**config.mk**
```make
export PLATFORM = sky130hd
export DESIGN_NAME = wreg_dbuf
export DESIGN_NICKNAME = d
export VERILOG_FILES = /design/src/rtl/wreg_dbuf.sv
export SDC_FILE = /design/constraint.sdc
export NUM_CORES = 1
export LEC_CHECK = 0
export ABC_CLOCK_PERIOD_IN_PS = 1700
export CAP_MARGIN = 20
export CELL_PAD_IN_SITES_DETAIL_PLACEMENT = 1
export CELL_PAD_IN_SITES_GLOBAL_PLACEMENT = 1
export CORE_MARGIN = 2
export CORE_UTILIZATION = 29
export DETAILED_ROUTE_END_ITERATION = 10
export PLACE_DENSITY = 0.6
export SYNTH_ARGS = -nofsm -noshare
export SYNTH_HDL_FRONTEND = slang
export SYNTH_SLANG_ARGS = --single-unit
```
**constraint.sdc**
```tcl
create_clock -name clk -period 1.7 [get_ports clk]
set_input_delay 0.51 -clock clk [delete_from_list [all_inputs] [get_ports clk]]
set_output_delay 0.51 -clock clk [all_outputs]
set_load 0.01 [all_outputs]
```
**src/rtl/wreg_dbuf.sv**
```systemverilog
// wreg_dbuf: double-buffered weight register bank for one systolic-array column.
// Weights stream serially into a shadow bank while the active bank drives the PEs.
// A swap copies the whole shadow bank into the active bank in a single cycle.
// With DBUF=0 the shadow is bypassed and words are written straight into the active bank.
//
// state | meaning
// FILL  | accepting load words into the next lane (o_ready=1)
// FULL  | shadow holds a complete set, waiting for a swap (DBUF=1 only)
module wreg_dbuf #(
    parameter int WIDTH = 16,
    parameter int NLANE = 4,
    parameter int DBUF  = 1
) (
    input  logic                   clk,
    input  logic                   rst_n,
    input  logic                   clr,
    input  logic                   i_valid,
    output logic                   o_ready,
    input  logic [WIDTH-1:0]       i_data,
    input  logic                   i_swap,
    output logic [NLANE*WIDTH-1:0] o_data,
    output logic                   o_shadow_full,
    output logic                   o_swapped
);

    localparam int CW = (NLANE > 1) ? $clog2(NLANE) : 1;
    localparam logic [CW-1:0] LAST = CW'(NLANE - 1);

    typedef enum logic {
        FILL = 1'b0,
        FULL = 1'b1
    } state_t;

    state_t         state_q, state_d;
    logic [CW-1:0]  cnt_q, cnt_d;
    logic           swap_pend_q, swap_pend_d;
    logic           swapped_q, swapped_d;
    logic [WIDTH-1:0] active_q [NLANE];
    logic [WIDTH-1:0] active_d [NLANE];
    logic [WIDTH-1:0] shadow_q [NLANE];
    logic [WIDTH-1:0] shadow_d [NLANE];
    logic           accept;

    // Handshake decodes the state register only, so o_ready never depends on i_valid.
    assign o_ready       = (state_q == FILL);
    assign o_shadow_full = (state_q == FULL);
    assign o_swapped     = swapped_q;
    assign accept        = i_valid && o_ready;

    // Next-state: clr dominates; otherwise fill/swap sequencing (DBUF=1) or direct write (DBUF=0).
    always_comb begin
        state_d     = state_q;
        cnt_d       = cnt_q;
        swap_pend_d = swap_pend_q;
        swapped_d   = 1'b0;
        active_d    = active_q;
        shadow_d    = shadow_q;

        if (clr) begin
            state_d     = FILL;
            cnt_d       = '0;
            swap_pend_d = 1'b0;
            for (int i = 0; i < NLANE; i++) begin
                active_d[i] = '0;
                shadow_d[i] = '0;
            end
        end else if (DBUF != 0) begin
            case (state_q)
                FILL: begin
                    // Early swap requests are remembered and fire once the set is complete.
                    if (i_swap) begin
                        swap_pend_d = 1'b1;
                    end
                    if (accept) begin
                        shadow_d[cnt_q] = i_data;
                        if (cnt_q == LAST) begin
                            cnt_d   = '0;
                            state_d = FULL;
                        end else begin
                            cnt_d = cnt_q + CW'(1);
                        end
                    end
                end
                FULL: begin
                    // Shadow is kept after the swap but is overwritten by the next fill.
                    if (i_swap || swap_pend_q) begin
                        active_d    = shadow_q;
                        swap_pend_d = 1'b0;
                        state_d     = FILL;
                        swapped_d   = 1'b1;
                    end
                end
                default: state_d = FILL;
            endcase
        end else begin
            if (accept) begin
                active_d[cnt_q] = i_data;
                cnt_d = (cnt_q == LAST) ? '0 : cnt_q + CW'(1);
            end
        end
    end

    // State and bank registers with asynchronous clear.
    always_ff @(posedge clk or negedge rst_n) begin
        if (!rst_n) begin
            state_q     <= FILL;
            cnt_q       <= '0;
            swap_pend_q <= 1'b0;
            swapped_q   <= 1'b0;
            for (int i = 0; i < NLANE; i++) begin
                active_q[i] <= '0;
                shadow_q[i] <= '0;
            end
        end else begin
            state_q     <= state_d;
            cnt_q       <= cnt_d;
            swap_pend_q <= swap_pend_d;
            swapped_q   <= swapped_d;
            active_q    <= active_d;
            shadow_q    <= shadow_d;
        end
    end

    // Flatten the active bank onto the lane-ordered output bus.
    always_comb begin
        o_data = '0;
        for (int k = 0; k < NLANE; k++) begin
            o_data[k*WIDTH +: WIDTH] = active_q[k];
        end
    end

endmodule

```
=== After elaboration in Yosys (flattened, before gate mapping) ===
Index checks and enable logic that the tools add are counted.

* Magnitude comparators: 2
* Reductions and logical operators: 9
* Mux-type cells: 25
* Bitwise gates (word level): 2
* Equal/unequal tests: 4
* $add $sub $neg: 1

{| class="wikitable"
|+ Operator list
! cell !! count
|-
| $mux W64 || 6
|-
| $bwmux W64 || 1
|-
| $demux W16 S2 || 1
|-
| $mux W16 || 1
|-
| $mux W1 || 10
|-
| $mux W2 || 4
|-
| $ne A3 B2 Y1 const B || 2
|-
| $reduce_and A2 Y1 || 3
|-
| $reduce_bool A2 Y1 || 3
|-
| $pmux W1 S2 || 2
|-
| $ge A3 B3 Y1 const B || 1
|-
| $lt A3 B1 Y1 const B || 1
|-
| $not A2 Y3 || 1
|-
| $add A2 B1 Y2 const B || 1
|-
| $eq A2 B2 Y1 const B || 1
|-
| $logic_and A1 B1 Y1 || 2
|-
| $ne A2 B2 Y1 const B || 1
|-
| $logic_or A1 B1 Y1 || 1
|-
| $not A1 Y1 || 1
|}

* Register bits: 133
* Word-level logic and storage cells: 55
* Output and inout port bits: 67

=== Logic depth before layout (Yosys ltp) ===
* Word-level depth: 9
* Depth in mapped cells: 7
* Depth with buffers taken out: 5

=== Least setup slack after synthesis ===
Ideal clock, no wire load.

* Kind: input to register
* From: in i_valid
* To: reg state_q (netlist: o_shadow_full)
* Path buffers: 3
* Data required time: 1567 ps
* Slack: 312 ps
* Stages: 6
* Setup time: 133 ps
* Data arrival time: 1254 ps
* Cell sequence: buf_4 > and3b_1 > buf_4 > buf_4 > a21oi_1 > nor2_1

* Longest elaborated chain between the ends: 4

{| class="wikitable"
|+ Ends and longest elaborated chain
! element !! line !! text
|-
| start, declared || 17 || <nowiki>input logic i_valid,</nowiki>
|-
| $logic_and A1 B1 Y1 || 48 || <nowiki>assign accept = i_valid && o_ready;</nowiki>
|-
| $mux W1 || 74 || <nowiki>if (accept) begin</nowiki>
|-
| $pmux W1 S2 || 68 || <nowiki>case (state_q)</nowiki>
|-
| $mux W1 || 59 || <nowiki>if (clr) begin</nowiki>
|-
| named net state_d || 34 || <nowiki>state_t state_q, state_d;</nowiki>
|-
| end signal, assigned || 115 || <nowiki>state_q <= state_d;</nowiki>
|-
| end, declared || 34 ||
|}

The timed path passes the listed nets, and every way through them passes these cells.
A chain may end at the register's enable or synchronous reset.

=== Final worst setup path ===
* From: reg state_q (netlist: o_shadow_full)
* To: out o_shadow_full

{| class="wikitable"
|+ RTL lines
! element !! line !! text
|-
| end, declared || 22 || <nowiki>output logic o_shadow_full,</nowiki>
|}

No word-level cell between the ends.

==> out/qor.csv <==
metric,value,unit
outcome,"complete, no violations",
number of buffers inserted by port buffering,87,
static power due to leakage,3.37,nW
number of nets in the finished design,700,
Buf/Inv on CP,1,
launch point of the worst hold path,clr,
worst hold stages,2,
startpoint-to-endpoint class of the critical path,flop to primary output,
Yosys reg bits,133,
slowest cell on the critical path,dfrtp_1,
clock latency on the worst-skew pair,420,ps
storage element area,3330,sq um
yosys synthesis warning count,0,
WHS Endpoint,o_data[25],
fraction of final layout cells sized beyond drive strength 1,13.5,%
total track usage,16.9,%
required time reported for the critical path endpoint,1190,ps
floorplan die area,20400,sq um
DPL Wire Length,10800,um
launch point of the worst reg-to-reg path,cnt_q[0],
io pins,88,
worst reg-to-reg setup slack,290,ps
initial standard-cell utilization of the core,29.7,%
routed via count divided by cell count,4.73,
Global Route met3 Usage,3.86,%
time the final worst path needs with I/O delays and setup,1640,ps
met1 demand-to-capacity share in global routing,21.7,%
count of nets left with antenna violations after detail routing,0,
most numerous cell in the Yosys netlist,nand2_1,
final hold vios,0,
first-pass GRT wire length,26300,um
CTS sink count,133,
R2R cell count,6,
clock tree from TritonCTS,done,
count of unique library cells instantiated by Yosys,22,
synthesized area per cell,9.52,sq um
power density relative to cell area,1050,nW/um^2
global-route track usage on met2,28.2,%
worst setup skew after layout,8.28,ps
CTS max path bufs,2,
predominant post-synthesis flop cell,dfrtp_1,
tightest slew margin relative to the limit,74.9,%
first drt pass iteration count,4,
unrepaired setup endpoints after global routing,false,
pin count of the biggest net entering global routing,44,
Layout area overhead,32.1,%
maximum capacitance violations,0,
class of the tightest hold or removal check,input pin to flop,
post-synthesis cell type with the largest combined area,dfrtp_1,
remaining global-route overflow,0,
top cells by area in the synthesized netlist,"dfrtp_1 (60%), nand2_1 (17%), a21oi_1 (9.0%)",
synthesized netlist cell count,586,
clock tree root driver cell,clkbuf_16,
iteration-0 DRC count of the detailed router,233,
post-layout util,39.3,%
Num CTS Buffers,17,
number of pins with negative max-slew slack in the final report,0,
maximum cell stage delay along the critical path,410,ps
maximum clock rate,609,MHz
busiest metal layer after global routing,met2,
WL per Instance,17.2,um
cell-by-cell listing of the critical path,dlygate4sd2_1,
ranking of synthesized cells by instance count,"nand2_1 (256), dfrtp_1 (133), a21oi_1 (100)",
Core Rows,50,
data arrival time of the worst path,1130,ps
fraction of the yosys area taken by sequential cells,59.6,%
area of the placeable core,18800,sq um
Peak supply drop,0.703,mV
area used by multi-input combinational logic,1930,sq um
final count of negative-setup-slack endpoints,0,
Post-CTS Setup Repair Bufs,0,
"Async S/R FF share, synth",100,%
Placed Cells,889,
final cell count without fillers,922,
number of remaining DRC errors,0,
Routed Wire Length,15900,um
cell family with the largest share of critical-path delay,flip-flops,
number of antenna violations at the first check in global routing,0,
number of levels the H-tree was split into,4,
number of inserted diodes,0,
netlist area before placement,5580,sq um
Worst-path clk slew,60,ps
largest fanout on the critical path,3,
DIE HEIGHT,143,um
type of element launching the critical path,flop,
Critical Path End Type,primary output,
share of Yosys cell area claimed by the top area cell type,59.6,%
gpl congestion,0.760,
via count,4365,
final-layout fill cell count,2173,
Die X-Extent,143,um
worst reg2reg endpoint,shadow_q[17],
Slew @ Worst Pin,376,ps
number of global-route vias before repair,4773,
Synth Net Count,611,
period utilization,96.5,%
Post-synth EDFFs,0,
[cell usage in the layout, fill, tap and decap left out, types with 9 or more instances in the layout]
cell	instances
clkbuf_16	17
buf_4	9
a21oi_2	29
buf_12	16
clkdlybuf4s50_1	18
dlygate4sd2_1	66
nand2_1	256
a21oi_1	100
dfrtp_1	133
[area by class of cell]
type | count | area share, %
Sequential cell | 133 | 45.1
Multi-Input combinational cell | 408 | 26.1
Timing Repair Buffer | 112 | 16.0
Clock buffer | 23 | 6.62
Tap cell | 234 | 3.97
Clock inverter | 9 | 2.00
Inverter | 3 | 0.153
[worst register-to-register path, delay by kind of cell, from the launching register on]
family / cells / cell delay, ps
AOI/OAI and AO/OA: 1 / 160
and+or+nand+nor: 2 / 280
adders and majority gates: 1 / 180
DFF: 1 / 420
buffers and inverters: 2 / 290
[stage by stage]
stage	setup TNS [ps]	worst slack [ps]	instance area [sq um]	power, mW	hold slack, ps
2_1_floorplan	0	312	5580	3.55	214
3_3_place_gp	-12470	-129	6810	3.83	435
3_5_place_dp	-15230	-203	6810	3.85	441
4_1_cts	0	12.2	7370	7.85	413
5_1_grt	0	2.81	7370	8.06	435
6_report	0	58.9	7370	7.73	429
[kinds of logic (layout without fill, tap and decap cells)]
kind of cell | count (synthesis) | after routing | synth area share (%)
compound gates | 131 | 131 | 14.1
xor+xnor | 1 | 1 | 0.157
fa+ha+maj | 4 | 4 | 0.897
buf+inv | 45 | 147 | 5.85
flops | 133 | 133 | 59.6
mux | 1 | 1 | 0.179
simple gates | 271 | 271 | 19.2
[timing repair]
action,4_1_cts,5_1_grt
gates resized for setup,69,1
hold endpoints to repair,31,0
hold buffers,1,0
setup endpoints to repair,67,1
[worst max path at each step]
stage	startpoint	end	slack [ps]	cells past startpoint
after floorplan	i_valid	o_shadow_full	310	6
after global placement	i_valid	shadow_q[21]	-130	6
after detailed placement	i_valid	shadow_q[21]	-200	6
after CTS	o_shadow_full	o_ready	10	2
after global routing	o_shadow_full	o_ready	3	2
final	o_shadow_full	o_shadow_full	60	1
[report_power, final]
part / total, mW / internal [mW] / switching [mW]
logic: 0.503 / 0.186 / 0.317
registers: 3.28 / 3.23 / 0.0456
clock network: 3.95 / 2.60 / 1.35
total: 7.73 / 6.02 / 1.71
[metal layers]
| metal | share of wire (%) | routed length (um) |
|---|---|---|
| met1 | 45 | 7210 |
| met2 | 49 | 7830 |
| met3 | 3.6 | 565 |
| met4 | 1.5 | 242 |
| met5 | 0 | 0 |
[flip-flops by register name, summed over array words and instances (netlist names)]
signal         count
cnt_q              2
o_data            64
o_shadow_full      1
o_swapped          1
shadow_q          64
swap_pend_q        1
Note: power is estimated with default switching activity, not from simulation.
